**src/rtl/flappy_button_mmio.sv**
```systemverilog
// Push-button responder on the data-memory bus: sync, debounce, press events,
// flap counter and a four-word register window.
module flappy_button_mmio #(
   parameter int unsigned DEBOUNCE_CYCLES = 500000,
   parameter int unsigned CNT_W           = 20,
   parameter logic [11:0] BASE_ADDR       = 12'hFF0
) (
   input  logic        clock,
   input  logic        reset,
   input  logic        up,
   input  logic        down,
   input  logic        right,
   input  logic        left,
   input  logic        wren,
   input  logic [11:0] address_dmem,
   input  logic [31:0] data,
   output logic        io_hit,
   output logic [31:0] q_io,
   output logic        flap_pulse
);

   localparam int unsigned NBTN = 4;
   localparam logic [CNT_W-1:0] CNT_LAST = CNT_W'(DEBOUNCE_CYCLES - 1);

   logic [NBTN-1:0]            raw;
   logic [NBTN-1:0]            sync_a;
   logic [NBTN-1:0]            sync_b;
   logic [NBTN-1:0]            deb;
   logic [NBTN-1:0]            deb_q;
   logic [NBTN-1:0]            rise;
   logic [NBTN-1:0][CNT_W-1:0] cnt;
   logic [NBTN-1:0]            events;
   logic [NBTN-1:0]            ev_clr;
   logic [15:0]                press_count;
   logic                       ctrl;
   logic [1:0]                 off;
   logic                       wr_hit;
   logic [31:0]                rd_data;
   logic                       unused_data;

   // Button order {left,right,down,up} matches register bit order [3:0].
   assign raw         = {left, right, down, up};
   assign rise        = deb & ~deb_q;
   assign io_hit      = (address_dmem[11:2] == BASE_ADDR[11:2]);
   assign off         = 2'(address_dmem - BASE_ADDR);
   assign wr_hit      = wren & io_hit;
   assign ev_clr      = (wr_hit && off == 2'd1) ? data[NBTN-1:0] : '0;
   assign unused_data = ^data[31:16];

   // Two-flop synchroniser for the asynchronous button inputs.
   always_ff @(posedge clock or negedge reset) begin
      if (!reset) begin
         sync_a <= '0;
         sync_b <= '0;
      end else begin
         sync_a <= raw;
         sync_b <= sync_a;
      end
   end

   // Per-button debounce: level follows sync only after an unbroken run of differing cycles.
   always_ff @(posedge clock or negedge reset) begin
      if (!reset) begin
         deb <= '0;
         cnt <= '0;
      end else begin
         for (int i = 0; i < NBTN; i++) begin
            if (sync_b[i] == deb[i]) begin
               cnt[i] <= '0;
            end else if (cnt[i] == CNT_LAST) begin
               deb[i] <= sync_b[i];
               cnt[i] <= '0;
            end else begin
               cnt[i] <= cnt[i] + CNT_W'(1);
            end
         end
      end
   end

   // Edge-detect history and the flap pulse.
   always_ff @(posedge clock or negedge reset) begin
      if (!reset) begin
         deb_q      <= '0;
         flap_pulse <= 1'b0;
      end else begin
         deb_q      <= deb;
         flap_pulse <= rise[0];
      end
   end

   // Sticky events (set beats clear) and the event-enable control bit.
   always_ff @(posedge clock or negedge reset) begin
      if (!reset) begin
         events <= '0;
         ctrl   <= 1'b1;
      end else begin
         events <= (events & ~ev_clr) | (rise & {NBTN{ctrl}});
         if (wr_hit && off == 2'd3) begin
            ctrl <= data[0];
         end
      end
   end

   // Flap counter; a store in the same cycle as an up rise overrides the increment.
   always_ff @(posedge clock or negedge reset) begin
      if (!reset) begin
         press_count <= '0;
      end else if (wr_hit && off == 2'd2) begin
         press_count <= data[15:0];
      end else if (rise[0]) begin
         press_count <= press_count + 16'd1;
      end
   end

   // Read-data select from pre-update register values.
   always_comb begin
      rd_data = '0;
      if (io_hit) begin
         case (off)
            2'd0:    rd_data = {28'd0, deb};
            2'd1:    rd_data = {28'd0, events};
            2'd2:    rd_data = {16'd0, press_count};
            default: rd_data = {31'd0, ctrl};
         endcase
      end
   end

   // Registered load data, one cycle after the address.
   always_ff @(posedge clock or negedge reset) begin
      if (!reset) begin
         q_io <= '0;
      end else begin
         q_io <= rd_data;
      end
   end

endmodule

```
**config.mk**
```make
export PLATFORM = sky130hd
export DESIGN_NAME = flappy_button_mmio
export DESIGN_NICKNAME = d
export VERILOG_FILES = /design/src/rtl/flappy_button_mmio.sv
export SDC_FILE = /design/constraint.sdc
export NUM_CORES = 1
export LEC_CHECK = 0
export BUFFER_PORTS_ARGS = -buffer_cell sky130_fd_sc_hd__buf_4
export CELL_PAD_IN_SITES_DETAIL_PLACEMENT = 1
export CELL_PAD_IN_SITES_GLOBAL_PLACEMENT = 1
export CORE_MARGIN = 1
export CORE_UTILIZATION = 40
export DETAILED_ROUTE_END_ITERATION = 12
export PLACE_DENSITY_LB_ADDON = 0.1
export RECOVER_POWER = 25
export SKIP_LAST_GASP = 1
export SYNTH_ARGS = -nofsm -noshare
export SYNTH_HDL_FRONTEND = slang
export SYNTH_SLANG_ARGS = --single-unit
```
**constraint.sdc**
```tcl
create_clock -name clock -period 1.9 [get_ports clock]
set_clock_uncertainty 0.05 [all_clocks]
set_input_delay 0.38 -clock clock [delete_from_list [all_inputs] [get_ports clock]]
set_output_delay 0.38 -clock clock [all_outputs]
set_load 0.03 [all_outputs]
```
==> metrics <==
number of H-tree levels 4; Congestion Overflow GR 0; CTS tree built; Fin Setup TNS 0 ns; #FFs+latches synth 134; FILL cells around 1700; worst slew pin tran 0.5334 ns; Final Hold Viols 0; initial antenna violation count 0; Max IR drop VDD ~630 uV; Final #Nets 768; largest net degree at the start of global routing 48; GRT Total Usage approximately a fifth; RSZ-0062 raised after global routing yes; Leak Pwr 3.513 nW; # setup viols final 0; Gate Count Post-Synth between 600 and 700; FFs w/ async S/R, synth 100.0%; Post-synth EDFFs 0; Root Buffer clkbuf_16; fmax about 550 MHz; core area 15200 sq um; Post-DRT Antenna Nets 0; max-cap violation count 0; Seq/Total Area, Yosys 53.99%; power density cells 840.0 nW/um^2; Die Ht 126.6 microns; final worst path period share 96.29%; max_slew headroom 64.44%; Clock Tree Buf Depth 2; Antenna diodes 0; first-pass iteration count of the detailed router 5; Residual DRC 0; Cell Area, Synth 6213 sq um; Worst Setup Path Type flop to flop; layout cells sized above 1 21.24%; clk slew on worst S/H paths 0.06 ns; synth unique cells 42; Worst path max stage delay roughly 0.4 ns; Inserted Clock Buffers 17; fin crit period 1.829 ns; Skew-Pair Late Insertion Delay 0.42 ns; synth warn 0; first-pass GRT wire length 24350 microns; CP max stage cell dfrtp_1; worst hold slack about 0.046 ns; Arrival @ worst endpoint 2.09 ns; Critical Path Sink Type flop; Clock Sinks 134; critical path launch point type flop; full die area 16040 sq um; total wire length 14180 microns; I/O pin total 85; class of the worst hold path primary input to flop; CP Data Required Time ~2.2 ns; dpl hpwl 9847 microns; row cnt 45; number of global-route vias before repair 4914; Placer Congestion roughly 0.75; Initial Util 40.87%; critical-path cell list nor4bb_1 -> nand3_1 -> nor4_1 -> or2_2 -> buf_12 -> nor2_1; Die X 126.6 microns; area grow syn2layout 25.92%; top_reg_cell synth dfrtp_1; via count 4647; Core Util, Final 51.47%; number of port buffers 52; final slew viol count 0; status finished, final reports clean; wire length per cell ~16 microns; post-DR vias/cell approximately 5; drt initial violations around 160; Syn Area/Cell 10.22 sq um; crit-path max FO 15
==> layout make-up <==
cell class / count / area (sq um) / share of cell area [%]
clock buffer: 18 / 439.2 / 5.613
sequential: 134 / 3354 / 42.88
inverter: 10 / 37.54 / 0.4798
clock inverter: 14 / 158.9 / 2.031
timing repair buffer: 102 / 864.6 / 11.05
multi-input combinational: 447 / 2734 / 34.94
tap: 188 / 235.2 / 3.007
==> through the flow <==
| stage | setup WS, ns | std cells | total power [mW] | instance area (sq um) |
|---|---|---|---|---|
| 2_1_floorplan | 0.07034 | 623 | 3.118 | 6270 |
| 3_3_place_gp | 0.03801 | 873 | 3.259 | 7076 |
| 3_5_place_dp | 0.02772 | 873 | 3.270 | 7076 |
| 4_1_cts | 0.01796 | 909 | 6.646 | 7714 |
| 5_1_grt | -0.04766 | 913 | 6.804 | 7824 |
| 6_report | 0.07056 | 913 | 6.572 | 7824 |
==> synthesized netlist by cell type (9+ instances only) <==
| cell type | count | share of area (%) |
|---|---|---|
| nor3_1 | 13 | 1.0 |
| inv_1 | 10 | 0.60 |
| xor2_1 | 45 | 6.3 |
| dfrtp_1 | 133 | 54 |
| nand4_1 | 24 | 2.4 |
| xnor2_1 | 44 | 6.2 |
| nand2_1 | 39 | 2.4 |
| and3_1 | 15 | 1.5 |
| nor2_1 | 116 | 7.0 |
| nor4_1 | 9 | 0.91 |
| a21oi_1 | 21 | 1.7 |
| nand3_1 | 37 | 3.0 |
| buf_4 | 17 | 2.1 |
| and2_1 | 14 | 1.4 |
==> report_power, final <==
part | switching, mW | internal (mW) | leakage [nW] | total (mW)
sequential | 0.0280 | 2.89 | 1.74 | 2.91
combinational | 0.188 | 0.127 | 1.48 | 0.315
clock | 1.26 | 2.08 | 0.287 | 3.34
==> flip-flops by register name (all words and copies together), names as in the netlist <==
| name | cells |
|---|---|
| cnt | 80 |
| events | 4 |
| deb | 4 |
| ctrl | 1 |
| deb_q | 4 |
| sync_b | 4 |
| sync_a | 4 |
| flap_pulse | 1 |
| q_io | 16 |
| press_count | 16 |
==> critical path, delay by kind of cell (launching register included) <==
family / cells / cell delay [ns]
simple gates: 5 / 1.10
buf+inv: 1 / 0.14
flops: 1 / 0.41
==> per-layer routing <==
metal	vias to the layer above	wire [microns]	GRT usage, %
li1	2235	-	-
met2	86	6882	31.36
met5	-	0	0
met1	2309	6586	25.28
met4	0	209	7.442
met3	17	500	4.682
==> worst paths after layout <==
check	from	end	slack [ns]	depth (start not counted)
worst min register to register	sync_a[1]	sync_b[1]	0.30	0
worst min-delay path	up	sync_a[0]	0.05	1
worst max-delay path	cnt[71]	cnt[76]	0.07	6
min in group asynchronous	reset	cnt[16]	0.41	2
max in group asynchronous	reset	cnt[5]	0.55	3
worst max register to register	cnt[71]	cnt[76]	0.07	6
==> repair_timing <==
| item | in CTS | in global routing |
|---|---|---|
| setup buffers | 0 | 3 |
| resized for setup | 0 | 15 |
| hold endpoints to repair | 45 | 0 |
| setup endpoints to repair | 0 | 48 |
| hold buffers | 4 | 0 |
==> cell usage in the layout, fill, tap and decap left out, types with 10 or more instances in the layout <==
master	netlist	layout
a21oi_1	21	21
and2_1	14	14
and3_1	15	15
buf_4	17	84
clkbuf_16	0	18
conb_1	1	16
dfrtp_1	133	133
inv_1	10	10
nand2_1	39	39
nand3_1	37	36
nand4_1	24	24
nor2_1	116	114
nor3_1	13	13
xnor2_1	44	44
xor2_1	45	45
==> cell families (layout without fill, tap and decap cells) <==
logic type / after synthesis / in the layout / synth area share [%]
fa+ha+maj: 5 / 5 / 1.007
other cells: 1 / 16 / 0.06035
mux: 10 / 10 / 1.913
compound gates: 27 / 27 / 2.417
buf+inv: 42 / 144 / 4.048
flops: 134 / 134 / 53.99
simple gates: 300 / 300 / 24.02
xor+xnor: 89 / 89 / 12.55
Note: power is estimated with default switching activity, not from simulation.
